File: src/rtl/msrv_32_instr_fetch.sv
// msrv_32_instr_fetch: instruction fetch with a 2-entry {pc, instr} FIFO feeding decode.
// Optional MSRV32_FETCH_MISALIGN_TRAP_EN halts fetch on a misaligned redirect target.
module msrv_32_instr_fetch #(
  parameter logic [31:0] RESET_PC = 32'h0000_0000
) (
  input  logic        ms_riscv32_mp_clk_in,
  input  logic        ms_riscv32_mp_rst_n_in,
  output logic        imem_req_out,
  output logic [31:0] imem_addr_out,
  input  logic        imem_ack_in,
  input  logic [31:0] imem_rdata_in,
  input  logic        redirect_in,
  input  logic [31:0] redirect_pc_in,
  input  logic        stall_in,
  output logic [31:0] instr_out,
  output logic [31:0] pc_out,
  output logic        instr_valid_out,
  output logic        flush_out,
  output logic        misaligned_out
);
  localparam logic [31:0] NOP = 32'h0000_0013;
  typedef enum logic [2:0] {IDLE, REQ, DISCARD, FULL, HALT} state_t;
  state_t      r_state;
  logic [31:0] r_pc;
  logic [31:0] r_addr;
  logic [31:0] r_fifo_pc [2];
  logic [31:0] r_fifo_instr [2];
  logic        r_head;
  logic [1:0]  r_count;
  logic        r_misaligned;
  logic [31:0] w_target;
  logic        w_bad;
  logic        w_pop;
  logic        w_push;
  logic        w_tail;
  logic [1:0]  w_count_nxt;
  state_t      w_resume;
`ifdef MSRV32_FETCH_MISALIGN_TRAP_EN
  assign w_target       = redirect_pc_in;
  assign w_bad          = |redirect_pc_in[1:0];
  assign misaligned_out = r_misaligned;
`else
  assign w_target       = {redirect_pc_in[31:2], 2'b00};
  assign w_bad          = 1'b0;
  assign misaligned_out = 1'b0;
`endif
  assign w_pop           = instr_valid_out & ~stall_in & ~redirect_in;
  assign w_push          = (r_state == REQ) & imem_ack_in & ~redirect_in;
  assign w_count_nxt     = r_count + {1'b0, w_push} - {1'b0, w_pop};
  assign w_tail          = r_head ^ r_count[0];
  assign w_resume        = w_bad ? HALT : REQ;
  assign imem_req_out    = (r_state == REQ) || (r_state == DISCARD);
  // While discarding, the bus keeps the abandoned address; r_pc already holds the target.
  assign imem_addr_out   = (r_state == DISCARD) ? r_addr : r_pc;
  assign instr_valid_out = r_count != 2'd0;
  assign instr_out       = instr_valid_out ? r_fifo_instr[r_head] : NOP;
  assign pc_out          = instr_valid_out ? r_fifo_pc[r_head] : r_pc;
  assign flush_out       = ~instr_valid_out;
  always_ff @(posedge ms_riscv32_mp_clk_in) begin
    if (w_push) begin
      r_fifo_pc[w_tail]    <= r_pc;
      r_fifo_instr[w_tail] <= imem_rdata_in;
    end
  end
  always_ff @(posedge ms_riscv32_mp_clk_in or negedge ms_riscv32_mp_rst_n_in) begin
    if (!ms_riscv32_mp_rst_n_in) begin
      r_state      <= IDLE;
      r_pc         <= RESET_PC;
      r_addr       <= RESET_PC;
      r_head       <= 1'b0;
      r_count      <= 2'd0;
      r_misaligned <= 1'b0;
    end else if (redirect_in) begin
      r_count      <= 2'd0;
      r_head       <= 1'b0;
      r_pc         <= w_target;
      r_misaligned <= w_bad;
      if (imem_req_out && !imem_ack_in) begin
        r_state <= DISCARD;
        if (r_state == REQ) r_addr <= r_pc;
      end else begin
        r_state <= w_resume;
      end
    end else begin
      r_count <= w_count_nxt;
      if (w_pop) r_head <= ~r_head;
      case (r_state)
        IDLE:    r_state <= REQ;
        REQ:     if (imem_ack_in) begin
                   r_pc    <= r_pc + 32'd4;
                   r_state <= (w_count_nxt == 2'd2) ? FULL : REQ;
                 end
        DISCARD: if (imem_ack_in) r_state <= r_misaligned ? HALT : REQ;
        FULL:    if (w_pop) r_state <= REQ;
        default: r_state <= r_state;
      endcase
    end
  end
endmodule

File: config.mk
export PLATFORM = sky130hd
export DESIGN_NAME = msrv_32_instr_fetch
export DESIGN_NICKNAME = d
export VERILOG_FILES = /design/src/rtl/msrv_32_instr_fetch.sv
export SDC_FILE = /design/constraint.sdc
export NUM_CORES = 1
export LEC_CHECK = 0
export ABC_AREA = 1
export CORE_ASPECT_RATIO = 0.8
export CORE_MARGIN = 3
export CORE_UTILIZATION = 56
export DETAILED_ROUTE_END_ITERATION = 12
export PLACE_DENSITY_LB_ADDON = 0.12
export SYNTH_ARGS = -nofsm -noshare
export SYNTH_HDL_FRONTEND = slang
export SYNTH_SLANG_ARGS = --single-unit
export TNS_END_PERCENT = 10
File: constraint.sdc
create_clock -name ms_riscv32_mp_clk_in -period 6.3 [get_ports ms_riscv32_mp_clk_in]
set_input_delay 1.26 -clock ms_riscv32_mp_clk_in [delete_from_list [all_inputs] [get_ports ms_riscv32_mp_clk_in]]
set_output_delay 1.26 -clock ms_riscv32_mp_clk_in [all_outputs]
set_load 0.03 [all_outputs]
### Yosys cells after proc, flatten, opt, wreduce, memory -nomap -nowiden

Memory sizes are Yosys's and may differ from the RTL's.
Cells that the tools add are included.

| word-level totals | value |
|---|---|
| register bits | 70 |
| bits in writable memories | 128 |
| bits of input ports | 69 |
| output and inout bits | 100 |
| logic and storage cells | 56 |
| memories kept | 2 |

Memories:

| memory | depth | bits a word | rd ports | clocked after memory_dff | wr ports | line | text |
|---|---|---|---|---|---|---|---|
| r_fifo_instr | 2 | 32 | 1 | 0 | 1 | 27 | `logic [31:0] r_fifo_instr [2];` |
| r_fifo_pc | 2 | 32 | 1 | 0 | 1 | 26 | `logic [31:0] r_fifo_pc [2];` |

| cells by class | value |
|---|---|
| add/sub/neg operators | 3 |
| equality and inequality tests | 7 |
| mux-type cells | 18 |
| bitwise logic cells | 9 |
| reductions and logical operators | 12 |

Operators by type and width:

| cell | number |
|---|---|
| $mux 32 | 6 |
| $add 32x3->32 const B | 1 |
| $mux 3 | 4 |
| $pmux 3 s4 | 1 |
| $ne 3x3->1 const B | 3 |
| $reduce_bool 2->1 | 4 |
| $eq 3x2->1 const B | 2 |
| $mux 2 | 3 |
| $reduce_bool 5->1 | 1 |
| $and 1x1->1 | 4 |
| $mux 1 | 4 |
| $not 1->1 | 4 |
| $reduce_and 4->1 | 1 |
| $eq 3x1->1 const B | 1 |
| $logic_not 3->1 | 1 |
| $reduce_and 3->1 | 1 |
| $add 2x1->2 | 1 |
| $eq 2x2->1 const B | 1 |
| $reduce_and 2->1 | 1 |
| $sub 2x1->2 | 1 |
| $logic_and 1x1->1 | 1 |
| $logic_not 1->1 | 1 |
| $logic_or 1x1->1 | 1 |
| $xor 1x1->1 | 1 |

### Logic depth before layout (Yosys ltp)

| logic depth | value |
|---|---|
| word-level depth | 10 |
| gate-level depth with buffers | 14 |
| gate-level depth less buffers | 13 |

### Least setup slack after synthesis

OpenSTA, ideal clock, no wires.

| timing | value |
|---|---|
| path kind | input -> register |
| start point | in imem_ack_in |
| end point | mem r_fifo_instr[0][0], enable pin |
| library setup time | 0.483 ns |
| arrival | 4.291 ns |
| data required time | 5.817 ns |
| path slack | 1.526 ns |
| stages on the path | 5 |
| path buffers | 1 |
| cell sequence | nand2_1 inv_1 nand2_1 buf_2 nor2_1 |

| between the ends | value |
|---|---|
| longest elaborated chain between the ends | 4 |

Ends and longest elaborated chain:

| item | line | text |
|---|---|---|
| start: declaration | 10 | `input logic imem_ack_in,` |
| $and 1x1->1 (2 in a row) | 48 | `assign w_push = (r_state == REQ) & imem_ack_in & ~redirect_in;` |
| $mux 1 | 60 | `if (w_push) begin` |
| $mux 1 (not written as such) | 62 | `r_fifo_instr[w_tail] <= imem_rdata_in;` |
| end: declaration | 27 |  |

Every way passes these cells.

### Final worst setup path

| timing | value |
|---|---|
| start point | reg r_count[1] |
| end point | out pc_out[11] |

| between the ends | value |
|---|---|
| longest elaborated chain between the ends | 2 |

Ends and longest elaborated chain:

| item | line | text |
|---|---|---|
| start: declaration | 29 | `logic [1:0] r_count;` |
| start signal: assignment | 85 | `r_count <= w_count_nxt;` |
| $reduce_bool 2->1 | 55 | `assign instr_valid_out = r_count != 2'd0;` |
| $mux 32 | 57 | `assign pc_out = instr_valid_out ? r_fifo_pc[r_head] : r_pc;` |
| end: declaration | 16 | `output logic [31:0] pc_out,` |

Every way passes these cells.

==> impl_metrics.ini <==
[synth]
ys_ff_latch = 189
synth_flop_cell = edfxtp_1
synth_cells = 897
synth_cell_types = 32
synth_top_area_share_pct = 42.85
synth-seq-area-share_pct = 61.57
synth_top_area_cell = edfxtp_1
yosysWarnings = 0
async_reset_ff_share_pct = 34.39
avgSynthCellArea_um2 = 9.687
synth_area_leaders = edfxtp_1 (43%), dfrtp_1 (19%), nand2_1 (12%), o21ai_0 (4.4%), a21oi_1 (3.7%)
syn_area_um2 = 8690
synth-edff-count = 124

[power]
peakVddDrop_uv = 340.3
p_leak_nw = 4.426
powerDensity_nw_per_um2 = 435.2
p_total_mw = 4.809

[status]
status = completed

[clocking]
cts.sinks = 189
cts_hold_buf = 0
path_clk_slew_ns = 0.06
ctsLongestPathBuffers = 2
cts_buffers = 17
ctsResizeCount = 0
clk_latency_ns = 0.43
post_cts_buffers = 0
cts_root_buffer = clkbuf_16
cts_tree = yes
h-tree-depth = 4

[worst_setup_path]
arrival_ns = 3.19
end_kind = output pin
cp_max_fo = 41
cp_data_required_time_ns = 5.04
worstSetupPathType = register to output pin
startpoint_type = register

[placement]
dpl.hpwl_um = 14010
io_buffers = 161
routabilityCongestion = 0.8917

[sta]
grt_setup_unrepaired = false
hold_viol_final = 0
finalCritPeriodShare_pct = 70.59
setup_tns_ns = 0
setup_viol = 0
hold_ws_ns = 0.4842
fin_crit_ns = 4.447
relSlewSlack_pct = 27.90
clock-skew-final_ns = 0.01002
final_max_slew_viol_count = 0
worstMarginPinSlew_ns = 1.080
fmax_ghz = 0.2249

[min_path]
holdCritPathClass = register to register

[route]
drc_errors = 0
vias = 6981
wl_per_cell_um = 17.26
drt_iter0_drc = 711
drt_wl_total_um = 21810
drtAntennaViolNets = 0
viasPerCell = 5.523
drtPass1Iterations = 6

[die]
fp.coreArea_um2 = 15110
die_x_um = 145.3
dieArea_um2 = 17060
io_pins = 169
die_y_um = 117.4
start_util_pct = 57.49
rows = 40

[finish]
area_delta_synth_final_pct = 27.17
num-nets-final = 1117
fillers = 1114
drive_above_1_share_pct = 6.072
n_antenna_cell = 0
multi_input_area_um2 = 2929
seq_area_um2 = 5351

[flow_run]
cap_viol_max_count = 0

[grt]
grt_pass1_wl_um = 34710
grt_max_degree = 66
antenna_found_initial = 0
grt_use_total_pct = 25.64
grt_pass1_vias = 6659
globalRouteOverflowTotal = 0
[worst max-delay path, cell delays in order, from the launching register on]
cell and delay [ns]:
dfrtp_1 0.43, nor2_4 0.83, buf_4 0.48, a21oi_1 0.08, a22oi_1 0.21, clkdlybuf4s50_1 0.70
[sequential cells by signal, indices dropped and copies added (netlist names)]
name and flops:
r_state 2, r_head 1, r_addr 30, r_count 2, r_fifo_instr 64, r_fifo_pc 60, r_pc 30
[layout by cell type (no fill, tap or decap), types with 2 or more instances in the layout]
cell	instances
nand4_1	3
clkbuf_8	4
nand3_1	54
o21bai_1	5
buf_4	8
a21oi_1	64
edfxtp_1	124
clkdlybuf4s50_1	160
nor2_4	11
clkinvlp_4	2
clkbuf_1	2
nand2_2	2
inv_1	58
conb_1	5
o211ai_1	5
xnor2_1	3
bufinv_16	2
a22oi_1	30
nor2_1	36
xor2_1	7
nand3_2	2
nor2_2	3
nand2_1	283
inv_6	2
ha_1	6
nand2_4	2
o21ai_0	77
clkinv_2	3
dfrtp_1	64
clkbuf_16	17
[synthesized netlist by cell type, types with 3 or more instances]
library cell  instances
a22oi_1              30
nand4_1               3
xor2_1                7
xnor2_1               3
o21ai_0              77
a21oi_1              64
nor2_2                3
ha_1                  7
clkbuf_1             29
dfrtp_1              65
buf_4                 6
nand2_1             283
nand3_1              55
edfxtp_1            124
nor2_4                8
o211ai_1              5
o21bai_1              5
inv_1                58
nor2_1               39
buf_2                11
[per-layer routing]
| metal | GRT usage (%) | wire length, um |
|---|---|---|
| met2 | 40.85 | 10490 |
| met4 | 5.516 | 191 |
| met3 | 6.682 | 1829 |
| met5 | 0 | 0 |
| met1 | 36.02 | 9306 |
[report_power, final]
part | total, mW | switching [mW] | leakage [nW] | internal, mW
registers | 1.73 | 0.150 | 1.93 | 1.57
logic | 2.00 | 1.28 | 2.20 | 0.721
clock network | 1.08 | 0.454 | 0.290 | 0.628
[cells by family (layout without fill, tap and decap cells)]
| kind of cell | Yosys count | after routing | synth area share [%] |
|---|---|---|---|
| xor gates and xnor gates | 10 | 10 | 1.008 |
| other | 1 | 5 | 0.04316 |
| adders and majority gates | 7 | 7 | 1.008 |
| AOI/OAI and AO/OA | 184 | 184 | 11.84 |
| buffers and inverters | 109 | 262 | 5.241 |
| and+or+nand+nor | 397 | 397 | 19.29 |
| DFF | 189 | 189 | 61.57 |
[per-stage QoR]
step	cell area, um^2	std cells	setup WS, ns	util [%]
after floorplan	8705	901	1.526	-
after global placement	10460	1232	1.841	69.17
after detailed placement	10460	1232	1.799	69.17
after CTS	11050	1264	1.808	73.11
after global routing	11050	1264	1.634	73.11
final	11050	1264	1.853	73.11
[layout make-up]
type | instances | area share (%)
repair buffers | 170 | 15.26
flip-flops and latches | 189 | 48.43
multi-input cells | 603 | 26.51
clock inverters | 9 | 0.9737
well taps | 210 | 2.378
clock buffers | 23 | 4.416
inverters | 60 | 2.038
[path summary, 6_finish.rpt]
path / endpoint / cells after the start / slack [ns] / start
max in group asynchronous: r_head$_DFFE_PN0P_ / 2 / 4.59 / ms_riscv32_mp_rst_n_in
setup / recovery: pc_out[11] / 5 / 1.85 / r_count[1]$_DFF_PN0_
setup reg to reg: r_fifo_instr[0][5]$_DFFE_PP_ / 7 / 3.18 / r_state[1]$_DFFE_PN0P_
min in group asynchronous: r_addr[27]$_DFFE_PN0P_ / 2 / 1.04 / ms_riscv32_mp_rst_n_in
hold / removal: r_addr[25]$_DFFE_PN0P_ / 2 / 0.48 / r_addr[25]$_DFFE_PN0P_
hold reg to reg: r_addr[25]$_DFFE_PN0P_ / 2 / 0.48 / r_addr[25]$_DFFE_PN0P_
(Power assumes the default switching activity.)
